<file path="config.mk">
export PLATFORM = sky130hd
export DESIGN_NAME = mux16_rr_arbiter
export DESIGN_NICKNAME = d
export VERILOG_FILES = /design/src/rtl/mux16_rr_arbiter.sv
export SDC_FILE = /design/constraint.sdc
export NUM_CORES = 1
export LEC_CHECK = 0
export ABC_AREA = 1
export CELL_PAD_IN_SITES_DETAIL_PLACEMENT = 1
export CELL_PAD_IN_SITES_GLOBAL_PLACEMENT = 2
export CORE_ASPECT_RATIO = 0.7
export CORE_MARGIN = 1
export CORE_UTILIZATION = 28
export DETAILED_ROUTE_END_ITERATION = 7
export GPL_TIMING_DRIVEN = 0
export PLACE_DENSITY = 0.85
export SKIP_CTS_REPAIR_TIMING = 1
export SYNTH_ARGS = -nofsm -noshare
export SYNTH_HDL_FRONTEND = slang
export SYNTH_SLANG_ARGS = --single-unit
</file>
<file path="constraint.sdc">
create_clock -name clk -period 5.3 [get_ports clk]
set_input_delay 1.06 -clock clk [delete_from_list [all_inputs] [get_ports clk]]
set_output_delay 1.06 -clock clk [all_outputs]
set_load 0.005 [all_outputs]
</file>
<file path="src/rtl/mux16_rr_arbiter.sv">
// mux16_rr_arbiter
// Round-robin owner selection for a shared 16:1 mux. The one-hot grant,
// the binary mux select and the valid qualifier are all registered.
// Each owner may keep the mux for at most MAX_HOLD consecutive cycles
// while other requesters are waiting.
// Optional build macro ARB_PRIO0_EN: requester 0 wins every arbitration
// it takes part in, and the round-robin pointer is left alone when it does.
module mux16_rr_arbiter #(
   parameter int MAX_HOLD = 8,
   parameter int CNT_W    = 8
) (
   input  logic        clk,
   input  logic        rst_n,
   input  logic [15:0] req,
   output logic [15:0] grant,
   output logic [3:0]  sel,
   output logic        valid,
   output logic        owner_switch
);

   localparam logic [0:0] IDLE  = 1'b0;
   localparam logic [0:0] GRANT = 1'b1;

   localparam logic [CNT_W-1:0] LAST_CNT = CNT_W'(MAX_HOLD - 1);

   logic [0:0]       state, state_nxt;
   logic [3:0]       ptr, ptr_nxt;
   logic [CNT_W-1:0] cnt, cnt_nxt;
   logic [3:0]       sel_nxt;
   logic [15:0]      grant_nxt;
   logic             switch_nxt;

   logic             arb;
   logic [15:0]      arb_vec;
   logic [3:0]       arb_start;
   logic [3:0]       win;
   logic [15:0]      owner_bit;

   // First set bit of vec, scanning cyclically upward from start.
   // The scan runs backwards so the closest hit is the last one written.
   function automatic logic [3:0] find_first(input logic [15:0] vec,
                                             input logic [3:0]  start);
      logic [3:0] r;
      logic [3:0] idx;
      r = start;
      for (int k = 15; k >= 0; k--) begin
         idx = start + 4'(k);
         if (vec[idx]) r = idx;
      end
      return r;
   endfunction

   assign owner_bit = 16'd1 << sel;

   // Decide whether this cycle is an arbitration point, then pick the next owner.
   always_comb begin
      state_nxt  = state;
      ptr_nxt    = ptr;
      cnt_nxt    = cnt;
      sel_nxt    = sel;
      grant_nxt  = grant;
      switch_nxt = 1'b0;
      arb        = 1'b0;
      arb_vec    = '0;
      arb_start  = ptr;
      win        = '0;

      case (state)
         IDLE: begin
            grant_nxt = '0;
            if (|req) begin
               arb       = 1'b1;
               arb_vec   = req;
               arb_start = ptr;
            end
         end
         default: begin
            if (!req[sel]) begin
               if (|req) begin
                  arb       = 1'b1;
                  arb_vec   = req;
                  arb_start = sel + 4'd1;
               end else begin
                  state_nxt = IDLE;
                  grant_nxt = '0;
                  cnt_nxt   = '0;
               end
            end else if (cnt == LAST_CNT) begin
               if (|(req & ~owner_bit)) begin
                  arb       = 1'b1;
                  arb_vec   = req & ~owner_bit;
                  arb_start = sel + 4'd1;
               end else begin
                  cnt_nxt = '0;
               end
            end else begin
               cnt_nxt = cnt + 1'b1;
            end
         end
      endcase

      if (arb) begin
         win     = find_first(arb_vec, arb_start);
         ptr_nxt = win + 4'd1;
`ifdef ARB_PRIO0_EN
         if (arb_vec[0]) begin
            win     = 4'd0;
            ptr_nxt = ptr;
         end
`else
`endif
         state_nxt  = GRANT;
         cnt_nxt    = '0;
         sel_nxt    = win;
         grant_nxt  = 16'd1 << win;
         switch_nxt = 1'b1;
      end
   end

   // Register arbitration state and all outputs; reset clears them at once.
   always_ff @(posedge clk or negedge rst_n) begin
      if (!rst_n) begin
         state        <= IDLE;
         ptr          <= '0;
         cnt          <= '0;
         sel          <= '0;
         grant        <= '0;
         valid        <= 1'b0;
         owner_switch <= 1'b0;
      end else begin
         state        <= state_nxt;
         ptr          <= ptr_nxt;
         cnt          <= cnt_nxt;
         sel          <= sel_nxt;
         grant        <= grant_nxt;
         valid        <= |grant_nxt;
         owner_switch <= switch_nxt;
      end
   end

endmodule

</file>
==> impl_metrics.tcl <==
set metrics [dict create \
    seq_area_frac_synth_pct 19.3 \
    tns_ns -0.328 \
    slew_viol_final 0 \
    numCtsBuffers 5 \
    cp-endpoint "valid$_DFF_PN0_" \
    initial_core_util_pct 29.0 \
    critPathSlowestCell "ha_4" \
    arrival_ns 5.74 \
    cp-startpoint "req[14]" \
    ys_top_cells_by_count "nand2_1, nand3_1, inv_1" \
    place_congestion 0.915 \
    cts_tree "done" \
    drive_above_1_share_pct 30.7 \
    reg2reg_from "sel[1]$_DFFE_PN0P_" \
    drt_wl_total_um 19300 \
    io_buffers 39 \
    hold_class "reg -> reg" \
    clockBufferDepth 2 \
    fillers 2003 \
    ant_nets 0 \
    dr.pass1.iters 5 \
    root_buffer "clkbuf_16" \
    grt_setup_unrepaired "true" \
    period_needed_ns 5.57 \
    yosys.area.top_type "nand2_1" \
    finalCritPeriodShare_pct 105 \
    path_clk_slew_ns 0.05 \
    cp.depth 35 \
    worst_setup_path_start_kind "input port" \
    max_freq_ghz 0.179 \
    io_pins 40 \
    cp-end-kind "flop" \
    antenna_found_initial 0 \
    run_status "complete, but fails checks" \
    dieArea_sq_um 16700 \
    core_area_sq_um 15600 \
    crit_top_cell "nor2_1" \
    grt_pass1_vias 5157 \
    die_w_um 154 \
    synthTopCellsByArea "nand2_1, dfrtp_1, nand3_1, inv_1, nor2_1" \
    postPlaceCellArea_sq_um 5180 \
    synth_edf_count 0 \
    finalHoldViolCount 0 \
    cp.required_ns 5.46 \
    finalWorstSetupSlack_ns -0.272 \
    drc 0 \
    synth.distinct_cells 38 \
    ys.flop_type "dfrtp_1" \
    avgRoutedWirePerCell_um 17.8 \
    netlist_instances 777 \
    ys_seq_elements 35 \
    area_growth_pct 45.1 \
    critPathBufInv 4 \
    crit_path_max_fanout 5 \
    timing.rr.end "valid$_DFF_PN0_" \
    worst_r2r_path_depth 35 \
    grt_max_degree 36 \
    synth_top_area_share_pct 22.6 \
    cts.htree.levels 2 \
    row_count 38 \
    hold_slack_ns 0.515 \
    clock_sinks 35 \
    worst_pin_slew_ns 0.790 \
    yosysWarnings 0 \
    drtIter0Drc 307 \
    slew_headroom_pct 47.4 \
    synth_area_per_cell_sq_um 5.83 \
    async_flop_share_pct 100 \
    vias 5612 \
    r2r_slack_ns -0.20 \
    crit_type "in -> reg" \
    grt_pass1_wl_um 28700 \
    grt_overflow_total 0 \
    track_usage_pct 21.9 \
    finalSetupViolations 2 \
    final_nets 915 \
    viasPerCell 5.18 \
    dpl.hpwl_um 14200 \
    syn_area_sq_um 4530 \
    final_area_sq_um 6580 \
    synth_most_common_cell "nand2_1" \
    final.setup_skew_ns 0.00538 \
    syn-num-nets 809 \
    critPathTopFamily "simple AND/OR/NAND/NOR gates" \
    critical_path.max_stage_delay_ns 0.36 \
    violations "negative setup slack" \
    insertion_delay_ns 0.28 \
    die_h_um 108 \
    maxCapViolCount 0 \
    antenna_cells 0 \
]
[placed cells by master (no fill, tap or decap), drive strengths merged]
master / n
o31ai: 1
nor2: 71
nand4: 15
clkdlybuf4s50: 22
a22o: 1
clkinv: 2
a32o: 1
or2: 1
inv: 77
buf: 85
dlymetal6s2s: 2
nand2: 298
bufinv: 2
and2: 1
nor3: 1
o21a: 8
dfrtp: 35
xor2: 9
a31oi: 7
nand3: 138
clkinvlp: 3
o211ai: 3
o21ai: 32
clkbuf: 15
ha: 14
nand3b: 3
a21oi: 37
[state kept, by name (all words and copies together), names as in the netlist]
name,flops
state,1
ptr,4
grant,16
sel,4
owner_switch,1
cnt,8
valid,1
[worst reg2reg max path: cells and delay by family, from the launching register on]
family / cells / cell delay [ns]
DFF: 1 / 0.47
and+or+nand+nor: 18 / 2.11
adders and majority gates: 3 / 0.70
AOI/OAI and AO/OA: 8 / 1.16
buffers and inverters: 5 / 0.73
xor gates and xnor gates: 1 / 0.21
[area by class of cell]
type / instances / area (sq um) / area share (%)
clock inverter: 3 / 67.6 / 1.03
timing repair buffer: 99 / 810 / 12.3
inverter: 81 / 359 / 5.46
buffer: 20 / 229 / 3.48
tap: 200 / 250 / 3.80
multi-input combinational: 641 / 3860 / 58.7
sequential: 35 / 878 / 13.4
clock buffer: 5 / 125 / 1.90
[how the worst min path moves through the flow]
stage	start	slack, ns	cells past startpoint	to
floorplan	ptr[3]$_DFFE_PN0P_	0.49	2	ptr[3]$_DFFE_PN0P_
global placement	grant[5]$_DFF_PN0_	0.50	2	grant[5]$_DFF_PN0_
detailed placement	grant[5]$_DFF_PN0_	0.50	2	grant[5]$_DFF_PN0_
CTS	grant[15]$_DFF_PN0_	0.52	2	grant[15]$_DFF_PN0_
global route	grant[5]$_DFF_PN0_	0.54	2	grant[5]$_DFF_PN0_
finish	grant[5]$_DFF_PN0_	0.51	2	grant[5]$_DFF_PN0_
[metrics by stage]
step | util [%] | instances | worst slack, ns
final | 42.0 | 1084 | -0.272
after global routing | 42.0 | 1084 | -0.480
after CTS | 34.3 | 1024 | -1.71
after detailed placement | 33.1 | 1016 | -1.95
after global placement | 33.1 | 1016 | -1.94
after floorplan | - | 777 | 0.00392
[cell families after synthesis]
family / after synthesis / share of synthesized area [%]
compound gates: 90 / 11.4
xor+xnor: 9 / 1.74
fa+ha+maj: 14 / 3.86
buf+inv: 101 / 10.6
flops: 35 / 19.3
simple gates: 528 / 53.1
[metal layers]
| metal | track usage [%] | vias to the layer above | wire length, um |
|---|---|---|---|
| li1 | - | 2755 | - |
| met1 | 35.5 | 2707 | 10200 |
| met5 | 0 | - | 0 |
| met2 | 31.3 | 141 | 8020 |
| met3 | 2.04 | 9 | 990 |
| met4 | 2.29 | 0 | 131 |
Power is not shown: default switching activity piles up to over one toggle a cycle in this logic, so the estimate is an artifact.
